[src/rtl/bridge_sched.sv]
// bridge_sched: round-robin scheduler feeding an SPI-to-I2C bridge.
// Two requesters compete for the bridge; the winner's byte is latched,
// a start strobe is issued, completion (or timeout) is awaited, and a
// fixed idle gap separates consecutive transactions.
module bridge_sched #(
    parameter int unsigned TIMEOUT = 1000,
    parameter int unsigned GAP     = 2
) (
    input  logic       clk,
    input  logic       reset,
    input  logic       req0,
    input  logic       req1,
    input  logic [7:0] data0,
    input  logic [7:0] data1,
    output logic       gnt0,
    output logic       gnt1,
    output logic       start,
    output logic [7:0] data,
    input  logic       done,
    output logic       busy,
    output logic       cur_id,
    output logic       timeout
);

    localparam int unsigned     CW        = $clog2(TIMEOUT) + 1;
    localparam logic [CW-1:0]   WAIT_LAST = CW'(TIMEOUT - 1);
    localparam logic [3:0]      GAP_LAST  = 4'(GAP - 1);

    typedef enum logic [2:0] {
        ST_IDLE,
        ST_GRANT,
        ST_START,
        ST_WAIT,
        ST_GAP
    } state_t;

    state_t        state, state_n;
    logic [CW-1:0] wcnt, wcnt_n, wcnt_inc;
    logic [3:0]    gcnt, gcnt_n;
    logic          last_id, last_id_n;
    logic          cur_id_n, gnt0_n, gnt1_n, start_n, timeout_n, busy_n;
    logic [7:0]    data_n;
    logic          winner;

    // State, counters and all outputs are registered together.
    always_ff @(posedge clk or negedge reset) begin
        if (!reset) begin
            state   <= ST_IDLE;
            wcnt    <= '0;
            gcnt    <= '0;
            last_id <= 1'b1;
            cur_id  <= 1'b0;
            data    <= '0;
            gnt0    <= 1'b0;
            gnt1    <= 1'b0;
            start   <= 1'b0;
            timeout <= 1'b0;
            busy    <= 1'b0;
        end else begin
            state   <= state_n;
            wcnt    <= wcnt_n;
            gcnt    <= gcnt_n;
            last_id <= last_id_n;
            cur_id  <= cur_id_n;
            data    <= data_n;
            gnt0    <= gnt0_n;
            gnt1    <= gnt1_n;
            start   <= start_n;
            timeout <= timeout_n;
            busy    <= busy_n;
        end
    end

    // Next-state logic; outputs are decoded from the state being entered
    // so each registered output lines up with its state.
    always_comb begin
        state_n   = state;
        wcnt_n    = wcnt;
        gcnt_n    = gcnt;
        last_id_n = last_id;
        cur_id_n  = cur_id;
        data_n    = data;
        gnt0_n    = 1'b0;
        gnt1_n    = 1'b0;
        start_n   = 1'b0;
        timeout_n = 1'b0;
        winner    = 1'b0;
        wcnt_inc  = wcnt + 1'b1;

        case (state)
            ST_IDLE: begin
                if (req0 || req1) begin
                    if (req0 && req1) winner = ~last_id;
                    else              winner = req1;
                    state_n   = ST_GRANT;
                    last_id_n = winner;
                    cur_id_n  = winner;
                    data_n    = winner ? data1 : data0;
                    gnt0_n    = ~winner;
                    gnt1_n    = winner;
                end
            end
            ST_GRANT: begin
                state_n = ST_START;
                start_n = 1'b1;
            end
            ST_START: begin
                state_n = ST_WAIT;
                wcnt_n  = '0;
            end
            ST_WAIT: begin
                // Timeout fires on the edge where the counter lands on
                // TIMEOUT-1, so the pulse coincides with that count; a
                // done sampled on the same edge takes priority.
                wcnt_n = wcnt_inc;
                if (done) begin
                    state_n = ST_GAP;
                    gcnt_n  = '0;
                end else if (wcnt_inc >= WAIT_LAST) begin
                    state_n   = ST_GAP;
                    gcnt_n    = '0;
                    timeout_n = 1'b1;
                end
            end
            ST_GAP: begin
                if (gcnt >= GAP_LAST) begin
                    state_n = ST_IDLE;
                    gcnt_n  = '0;
                end else begin
                    gcnt_n = gcnt + 1'b1;
                end
            end
            default: state_n = ST_IDLE;
        endcase

        busy_n = (state_n != ST_IDLE);
    end

endmodule

[config.mk]
export PLATFORM = sky130hd
export DESIGN_NAME = bridge_sched
export DESIGN_NICKNAME = d
export VERILOG_FILES = /design/src/rtl/bridge_sched.sv
export SDC_FILE = /design/constraint.sdc
export NUM_CORES = 1
export LEC_CHECK = 0
export CORE_UTILIZATION = 40
export CTS_BUF_LIST = sky130_fd_sc_hd__clkbuf_8
export CTS_CLUSTER_SIZE = 12
export DETAILED_ROUTE_END_ITERATION = 8
export GPL_TIMING_DRIVEN = 0
export HOLD_SLACK_MARGIN = 0.03
export PLACE_DENSITY = 0.67
export SLEW_MARGIN = 15
export SYNTH_ARGS = -nofsm -noshare
export SYNTH_HDL_FRONTEND = slang
export SYNTH_SLANG_ARGS = --single-unit
export TNS_END_PERCENT = 50
[constraint.sdc]
create_clock -name clk -period 2.25 [get_ports clk]
set_input_delay 0.675 -clock clk [delete_from_list [all_inputs] [get_ports clk]]
set_output_delay 0.675 -clock clk [all_outputs]
set_load 0.005 [all_outputs]
### Word-level counts from Yosys, hierarchy flattened

Cells that the tools add are included.

| storage, ports and cells | value |
|---|---|
| word-level logic and storage cells | 52 |
| output and inout bits | 14 |
| bits in registers | 33 |

| cells by class | value |
|---|---|
| reduce and logical (&&, ||, !) cells | 8 |
| $lt $le $gt $ge | 2 |
| add/sub/neg operators | 2 |
| bitwise gates (word level) | 2 |
| equal/unequal tests | 5 |
| muxes and demuxes | 22 |

Operators with widths:

| cell | number |
|---|---|
| $pmux 11 s2 | 1 |
| $pmux 3 s5 | 1 |
| $mux 3 | 4 |
| $mux 4 | 3 |
| $add 11x1->11 const B | 1 |
| $ge 11x10->1 const B | 1 |
| $mux 1 | 11 |
| $mux 8 | 1 |
| $pmux 4 s2 | 1 |
| $eq 3x2->1 const B | 2 |
| $add 4x1->4 const B | 1 |
| $ge 4x1->1 const B | 1 |
| $reduce_and 2->1 | 2 |
| $reduce_bool 2->1 | 2 |
| $eq 3x1->1 const B | 1 |
| $eq 3x3->1 const B | 1 |
| $logic_not 3->1 | 1 |
| $ne 3x3->1 const B | 1 |
| $reduce_bool 3->1 | 1 |
| $not 1->1 | 2 |
| $logic_and 1x1->1 | 1 |
| $logic_or 1x1->1 | 1 |

### Logic depth before layout (Yosys ltp)

| depth | value |
|---|---|
| word-level depth | 7 |
| mapped depth | 8 |
| mapped depth without buffers | 7 |

### Least setup slack after synthesis

No wires, ideal clock.

| timing path | value |
|---|---|
| path type | register to register |
| from | reg wcnt[1] |
| to | reg state[2] |
| stages on the path, launching flop included | 7 |
| library setup time | 0.131 ns |
| arrival time | 1.966 ns |
| path slack | 0.153 ns |
| cells stage by stage | dfrtp_1 -> ha_1 -> buf_2 -> or4_4 -> a31oi_4 -> nor4_4 -> or3_1 |

| on the way | value |
|---|---|
| cells in the longest elaborated chain, start to end | 5 |

RTL lines:

| element | line | text |
|---|---|---|
| start: declaration | 38 | `logic [CW-1:0] wcnt, wcnt_n, wcnt_inc;` |
| start signal: assignment | 61 | `wcnt <= wcnt_n;` |
| $add 11x1->11 | 88 | `wcnt_inc = wcnt + 1'b1;` |
| $ge 11x10->1 | 119 | `end else if (wcnt_inc >= WAIT_LAST) begin` |
| $mux 3 | 119 |  |
| $mux 3 | 116 | `if (done) begin` |
| $pmux 3 s5 | 90 | `case (state)` |
| via state_n[2] | 37 | `state_t state, state_n;` |
| end signal: assignment | 60 | `state <= state_n;` |
| end: declaration | 37 |  |

The timed path passes the listed nets, and every way through them passes these cells.
A chain may end at the register's enable or synchronous reset.

### Final worst setup path

Ends and elaborated chain as after synthesis.

==> impl_metrics.ini <==
[worst_setup_path]
cp.arrival_ps = 2360
timing.rr.start = wcnt[1]
end_kind = flop
crit_path_max_incr_delay_ps = 540
cp-start-kind = flop
rr_worst_depth = 6
path_max_fanout = 10
r2r_end = state[2]
crit_type = flop to flop
worstPathRequired_ps = 2420
slowest_stage = or4_4
reg2reg_slack_ps = 50
path_cells = ha_1 > buf_2 > or4_4 > a31oi_4 > nor4_4 > or3_1

[grt]
grt_pass1_wl_microns = 6590
grt_max_degree = 34
grt_pass1_vias = 1457
overflow = 0
grt_usage_pct = 19.7
grt_antenna_before_repair = 0

[sta]
tightest_slew_ps = 743
max_freq_ghz = 0.456
hold_slack_ps = 451
skew_ps = 3.78
period_needed_ps = 2200
timing.final.crit_share_pct = 97.6
finalHoldViolCount = 0
setup_viol_count_final = 0
fin_ws_ps = 54.9
slew_violations = 0
tns_ps = 0
relSlewSlack_pct = 50.4

[placed_design]
globalplace.congestion = 0.780
dp_slack_ps = -14.0
place_hpwl_microns = 2840
port_buffers = 34
dpl_cell_area_sq_mm = 0.00218

[synthesis]
synth-seq-cells = 33
synth-edff-count = 0
syn_nets = 219
yosys.area.top_type = dfrtp_1
synth.area.top_cells = dfrtp_1 (45%), nand2_1 (8.2%), a22oi_1 (3.8%), o21ai_0 (3.6%), ha_1 (3.5%)
synth-main-ff-cell = dfrtp_1
ys_types = 44
synth_area_sq_mm = 0.00178
ys_async_sr_fraction_pct = 100
syn_area_per_cell_sq_um = 9.24
ys_warn_count = 0
synth_top_area_share_pct = 44.9
seq_area_frac_synth_pct = 46.4
syn_inst = 193

[pwr]
design_power_total_uw = 2430
power.switching_uw = 912
leakagePower_uw = 0.00104
clockPowerShare_pct = 17.3
powerDensity_mw_per_mm2 = 1050
vdd_drop_max_v = 0.000606
p_seq_share_pct = 36.7
internal_power_uw = 1520
share_comb_of_total_power_pct = 45.9
p_sw_share_pct = 37.4

[floorplanning]
die_y_microns = 68.8
design.die.area_sq_mm = 0.00473
io-pin-count = 35
initial_core_util_pct = 43.1
core.rowCount = 23
core-area_sq_mm = 0.00414
die_w_microns = 68.8

[drt]
drtIter0Drc = 94
routed_wl_microns = 4080
drc_errors = 0
wl_per_cell_microns = 14.1
ant_nets = 0
num_vias = 1542
dr.pass1.iters = 6
via_per_inst = 5.32

[cells_and_area]
final_layout_size_suffix_gt1_share_pct = 12.5
fin_area_sq_mm = 0.00232
n_antenna_cell = 0
layout.nets = 265
syn_to_final_growth_pct = 29.9

[flow_run]
maxCapViolations = 0

[clock_tree]
clock_sinks = 33
clockRootBuffer = clkbuf_8
numCtsBuffers = 5
clk_pin_slew_ps = 70
insertion_delay_ps = 290
cts_max_level = 2
tritoncts = built
clk_path_buf_depth = 2

[hold_path]
hold_class = primary input to asynchronous set/reset pin

[status]
status = finished clean
==> layer usage <==
layer / share of wire, % / track usage, % / wire length, microns
met4: 2.1 / 8.42 / 87
met3: 3.0 / 5.26 / 122
met5: 0 / 0 / 0
met1: 47 / 24.8 / 1910
met2: 48 / 31.7 / 1960
==> per-stage QoR <==
| stage | utilization [%] | std cells |
|---|---|---|
| floorplan | - | 193 |
| global placement | 52.8 | 277 |
| detailed placement | 52.7 | 277 |
| CTS | 54.6 | 285 |
| global route | 55.9 | 290 |
| finish | 55.9 | 290 |
==> cells by family (layout without fill, tap and decap cells) <==
logic type	Yosys count	in the layout	synth area share (%)
multiplexers	5	5	2.81
flip-flops	33	33	46.4
adder cells (fa/ha/maj)	5	5	3.51
AO/OA/AOI/OAI	48	48	19.0
AND/OR/NAND/NOR	85	85	23.6
buffers and inverters	17	64	4.70
==> power groups by stage <==
stage	clock, uW	sequential (uW)	combinational [uW]
2_1_floorplan	0	899	628
3_3_place_gp	0	900	1040
3_5_place_dp	0	908	1060
4_1_cts	436	899	1070
5_1_grt	459	918	1250
6_report	422	894	1120
==> registers in the layout, indices dropped and copies added, names as in the netlist, 3 cells and up <==
name	cells
gcnt	4
state	3
wcnt	11
data	8
==> worst max-delay path: cells and delay by family, from the launching register on <==
family	cells	cell delay, ps
simple gates	3	1020
buf+inv	1	180
fa+ha+maj	1	170
compound gates	1	280
flops	1	420
==> synthesized netlist by cell type, types with 2 or more instances <==
library cell   n
nor3_1         6
nor2b_1        2
nor4_1         3
buf_4          3
a22oi_1        9
inv_1          6
and3_1         2
dfrtp_1       32
nor2_1        13
o21ai_0       13
a21o_1         3
nand3_1        5
or3_1          2
mux2i_1        5
a21oi_1        6
nand2b_1       3
ha_1           5
clkbuf_1       6
nand2_1       39
o31a_1         2
a211o_1        2
o31ai_1        4
==> worst max-delay path by stage <==
stage / to / startpoint / depth (start not counted) / slack (ps)
after CTS: gcnt[0] / wcnt[0] / 8 / 20
after detailed placement: state[2] / wcnt[1] / 6 / -10
after global routing: state[2] / wcnt[0] / 7 / -1
final: state[2] / wcnt[1] / 6 / 50
after floorplan: state[2] / wcnt[1] / 6 / 150
after global placement: wcnt[5] / reset / 1 / -200
==> cell type report <==
| class | count | area (sq um) |
|---|---|---|
| Tap cell | 50 | 62.6 |
| Multi-Input combinational cell | 143 | 885 |
| Buffer | 11 | 65.1 |
| Inverter | 6 | 22.5 |
| Fill cell | 397 | 1830 |
| Sequential cell | 33 | 828 |
| Clock buffer | 5 | 68.8 |
| Clock inverter | 3 | 12.5 |
| Timing Repair Buffer | 39 | 373 |
==> what timing repair did <==
item / in CTS / in global routing
pin swaps: 1 / 1
resized for setup: 1 / 4
cloned: 0 / 0
endpoints found under the setup margin: 1 / 7
setup buffers: 0 / 5
hold buffers: 0 / 0
==> cell usage in the layout, fill, tap and decap left out, drive strengths merged <==
cell type / n
nand2: 40
clkdlybuf4s50: 33
dfrtp: 32
nor2: 13
o21ai: 13
buf: 11
clkbuf: 11
a22oi: 9
inv: 8
a21oi: 6
nor3: 6
nand3: 6
mux2i: 5
ha: 5
o31ai: 4
nor4: 4
nand2b: 3
a21o: 3
a211o: 3
o31a: 3
nor2b: 2
or3: 2
and3: 2
or4: 2
a31oi: 2
nand4: 2
or2: 1
o21bai: 1
and2b: 1
nand3b: 1
o22a: 1
a21boi: 1
a22o: 1
o32ai: 1
clkinv: 1
dfstp: 1
Note: power is estimated with default switching activity, not from simulation.
==> RTL edit 1 (config.mk and constraints unchanged) <==
The parameter `TIMEOUT` goes from 1000 to 2000.
--- a/src/rtl/bridge_sched.sv
+++ b/src/rtl/bridge_sched.sv
@@ -5,3 +5,3 @@
 module bridge_sched #(
-    parameter int unsigned TIMEOUT = 1000,
+    parameter int unsigned TIMEOUT = 2000,
     parameter int unsigned GAP     = 2
Function: same outputs for any inputs over 10 cycles, from zero or initial values and one cycle with reset low; that may be too few to reach the edited logic, so the function may still have changed.
==> RTL edit 1 against the unedited design <==
- power rose by 5.1%
- clock skew is 8.6 ps higher
- sequential cell count rose by 1
- final area is 2.4% higher
- largest power group unchanged
- setup slack gained 100 ps
- routed wire length increased by 2.2%
- synthesized area rose by 1.6%
- highest routed layer unchanged
- die area up 1.6%
- hold slack worse by 290 ps
==> RTL edit 1: results (changes against the unedited design) <==
Placement
  • Placement-stage cell area: 0.00223 mm^2 (+2.4%)
  • Port buffer count: 34 (unchanged)
  • GP Congestion: 0.821 (+5.3%)
  • Cell count after placement: 289 (+4.3%)
  • Dpl hpwl: 2830 um (-0.31%)
  • Post-Place Worst Slack: -143 ps (-129 ps)

STA
  • Worst hold slack across all endpoints: 161 ps (-291 ps)
  • Achievable frequency: 477 MHz (+4.8%)
  • Max-slew headroom: 61.8% (+11 points)
  • Clock skew after layout: 12.4 ps (+8.58 ps)

Floorplanning
  • Std cell rows: 24 (+4.3%)

Finish
  • Non-filler instance count after layout: 297 (+2.4%)
  • Regs by FF count: wcnt (12), data (8), gcnt (4)
  • Layout filler cell count: 383 (-3.5%)
  • Proportion of layout cells with a drive suffix above 1: 9.39% (-3.1 points)
  • Net count of the finished layout: 270 (+1.9%)
  • Final antenna diode count: 0 (unchanged)
  • FF/Latch Area: 853 um^2 (+3.0%)

Yosys
  • Portion of the post-synthesis area used by sequential elements: 47.0% (+0.64 points)
  • Post-synthesis share of cell area spent on full adders, half adders and majority gates: 3.45% (-0.056 points)
  • Number of distinct library cell variants in the gate-level netlist after synthesis: 40 (-9.1%)
  • Average size of a mapped cell: 8.98 um^2 (-2.9%)
  • Net Count, Synth: 228 (+4.1%)
  • Multiplexer share of the synthesized area: 3.86% (+1.1 points)
  • Largest cells by area after synthesis: dfrtp_1, nand2_1, o21ai_0, mux2i_1, nor2_1
  • Commonest cells in the netlist: nand2_1, dfrtp_1, nor2_1
  • Post-synthesis compound-gate area fraction: 16.8% (-2.2 points)
  • XOR/XNOR share of the synthesized area: 0.483% (+0.48 points)

Routing
  • Initial drt markers: 103 (+9.6%)
  • Wire length per cell after detailed routing: 14.0 um (-0.23%)
  • Vias per cell: 5.24 (-1.5%)
  • Iteration count of the initial detailed-routing pass: 4 (-2)

Clock tree
  • Total clock buffers created by CTS: 5 (unchanged)
  • CTS resizes: 0 (-1)

Power
  • Leakage power summed over all cells: 1.04 nW (-0.58%)
  • Peak supply drop: 0.494 mV (-19%)

Outcome
  • Outcome: finished clean

Global route
  • Number of global-route vias before repair: 1474 (+1.2%)
  • GRT Total Usage: 18.4% (-1.3 points)
  • First-pass GRT wire length: 6970 um (+5.8%)

Critical path
  • Top Family by Delay on Critical Path: compound AO/OA/AOI/OAI gates
  • Reg2reg setup slack: 160 ps (+100 ps)
  • Slowest cell on crit path: dfrtp_2
  • Critical path arrival: 2270 ps (-90 ps)
  • Longest individual stage delay on the worst path: 440 ps (-100 ps)
  • Worst-path fanout max: 9 (-1)
  • Worst R2R Path Depth: 8 (+2)

Job
  • Max-cap check violation count: 0 (unchanged)
## RTL edit 1: layout make-up
type                       count  share of cell area (%)
buffer                        12                    2.16
clock buffer                   5                    2.90
clock inverter                 3                    2.90
inverter                       5                   0.791
multi-input combinational    151                    37.6
sequential                    34                    36.0
tap                           52                    2.74
timing repair buffer          35                    15.0
## RTL edit 1: routing by layer
layer | wire, um | vias to the layer above | track usage [%]
met3 | 146 | 5 | 3.78
li1 | - | 794 | -
met5 | 0 | - | 0
met4 | 51 | 0 | 9.30
met1 | 2050 | 731 | 24.5
met2 | 1920 | 26 | 28.3
## RTL edit 1: path summary, 6_finish.rpt
kind                         start       to
hold / removal               reset  gcnt[1]
setup / recovery           wcnt[1]  gcnt[2]
setup reg to reg           wcnt[1]  gcnt[2]
min in group clk           data[4]  data[4]
hold reg to reg            data[4]  data[4]
max in group asynchronous    reset  last_id
## RTL edit 1: power by group
part           switching, mW  internal [mW]
Clock                  0.243          0.444
Sequential             0.125          0.796
Combinational          0.521          0.430
Total                  0.889           1.67
==> RTL edit 2 (config.mk and constraints unchanged) <==
Made on the original files. `data` no longer has a reset.
--- a/src/rtl/bridge_sched.sv
+++ b/src/rtl/bridge_sched.sv
@@ -52,3 +52,2 @@
             cur_id  <= 1'b0;
-            data    <= '0;
             gnt0    <= 1'b0;
@@ -64,3 +63,2 @@
             cur_id  <= cur_id_n;
-            data    <= data_n;
             gnt0    <= gnt0_n;
@@ -71,2 +69,6 @@
         end
+    end
+
+    always_ff @(posedge clk) begin
+        data <= data_n;
     end
Behaviour: not the same (a bounded check fails within 4 cycles, from zero or initial values and one cycle with reset low).
==> RTL edit 2 against the unedited design <==
- first-iteration DRC count is 2.1% lower
- routed wire length down 4.2%
- synthesized cell count fell by 11%
- critical endpoint unchanged
- final area is 1.1% higher
- sequential cell count unchanged
- power decreased by 10%
- setup slack better by 94 ps
- combinational power is 24% lower
- synthesized area up 2.9%
- critical path type unchanged
==> RTL edit 2: results (changes against the unedited design) <==
Yosys
  • Commonest cells in the netlist: dfrtp_1, nand2_1, nor2_1
  • Portion of the post-synthesis area used by sequential elements: 47.2% (+0.89 points)
  • Number of distinct library cell variants in the gate-level netlist after synthesis: 53 (+20%)
  • Net Count, Synth: 198 (-9.6%)
  • Number of enable flip-flop cells after synthesis: 8 (+8)
  • Cell area after technology mapping: 0.00184 mm^2 (+2.9%)

Finish
  • Net count of the finished layout: 240 (-9.4%)
  • Non-clock buffer share of cell area: 18.2% (-0.75 points)
  • Clock-cell share of area: 4.11% (+0.60 points)
  • Comb_multi_in: 123 (-14%)
  • Proportion of layout cells with a drive suffix above 1: 19.1% (+6.6 points)
  • Layout filler cell count: 407 (+2.5%)
  • Clock Buffer Count: 6 (+1)
  • Non-clock buffer total of the final layout: 44 (-12%)
  • Count of non-CTS inverters in the layout: 7 (+1)
  • Multi-input gate area in the final layout: 863 um^2 (-2.4%)
  • Final standard cell utilization of the core: 53.5% (-2.5 points)

STA
  • Worst hold slack across all endpoints: 377 ps (-74.1 ps)
  • Clock skew after layout: 3.31 ps (-0.465 ps)
  • Pin slew with the least headroom to its limit: 646 ps (-98.0 ps)
  • Shortest period the worst path allows: 2100 ps (-94.5 ps)

Global route
  • Pin count of the biggest net entering global routing: 26 (-24%)
  • GRT Total Usage: 17.6% (-2.0 points)
  • First-pass GRT wire length: 6710 um (+1.9%)

Placement
  • Dpl hpwl: 2800 um (-1.4%)
  • GP Congestion: 0.777 (-0.32%)
  • Post-Place Worst Slack: -282 ps (-268 ps)
  • Placement-stage cell area: 0.00224 mm^2 (+2.7%)

Critical path
  • Longest individual stage delay on the worst path: 390 ps (-150 ps)
  • Critical path arrival: 2280 ps (-80 ps)
  • Reg2reg setup slack: 150 ps (+90 ps)
  • Slowest cell on crit path: dfrtp_1
  • Top Family by Delay on Critical Path: compound AO/OA/AOI/OAI gates
  • Worst-path fanout max: 9 (-1)

Routing
  • Overall via count from detail_route: 1420 (-7.9%)
  • Detailed-route wire length: 3910 um (-4.2%)
  • Initial drt markers: 92 (-2.1%)
  • Iteration count of the initial detailed-routing pass: 4 (-2)
  • Wire length per cell after detailed routing: 14.6 um (+4.0%)

Power
  • Peak supply drop: 0.574 mV (-5.4%)
  • Leakage power summed over all cells: 0.952 nW (-8.6%)

Outcome
  • Outcome: finished clean

Clock tree
  • Number of buffers between clock root and the deepest sink: 2 (unchanged)
  • Later-pin clock latency in the skew report: ~280 ps

Worst hold path
  • Worst hold path class: in2async
[RTL edit 2: power by group through the flow]
stage	sequential, mW	combinational [mW]	clock, mW
after floorplan	0.875	0.525	0
after global placement	0.882	0.838	0
after detailed placement	0.884	0.849	0
after CTS	0.873	0.853	0.485
after global routing	0.890	0.950	0.515
final	0.874	0.848	0.465
[RTL edit 2: cell families (layout without fill, tap and decap cells)]
family	count (synthesis)	after routing	synth area share, %
AO/OA/AOI/OAI	48	48	19.0
adder cells (fa/ha/maj)	5	5	3.41
buffers and inverters	16	59	5.93
flip-flops	33	33	47.2
multiplexers	12	12	7.09
AND/OR/NAND/NOR	58	58	17.3
[RTL edit 2: path summary, 6_finish.rpt]
path,end,cells past startpoint
max,state[2],7
max reg2reg,state[2],7
max in group asynchronous,last_id,1
min,wcnt[1],1
min reg2reg,cur_id,1
min in group clk,cur_id,1
[RTL edit 2: routing by layer]
layer	GRT usage, %	part of all wire [%]
met1	24.2	48
met2	27.6	49
met3	3.49	2.2
met4	6.67	1.0
met5	0	0
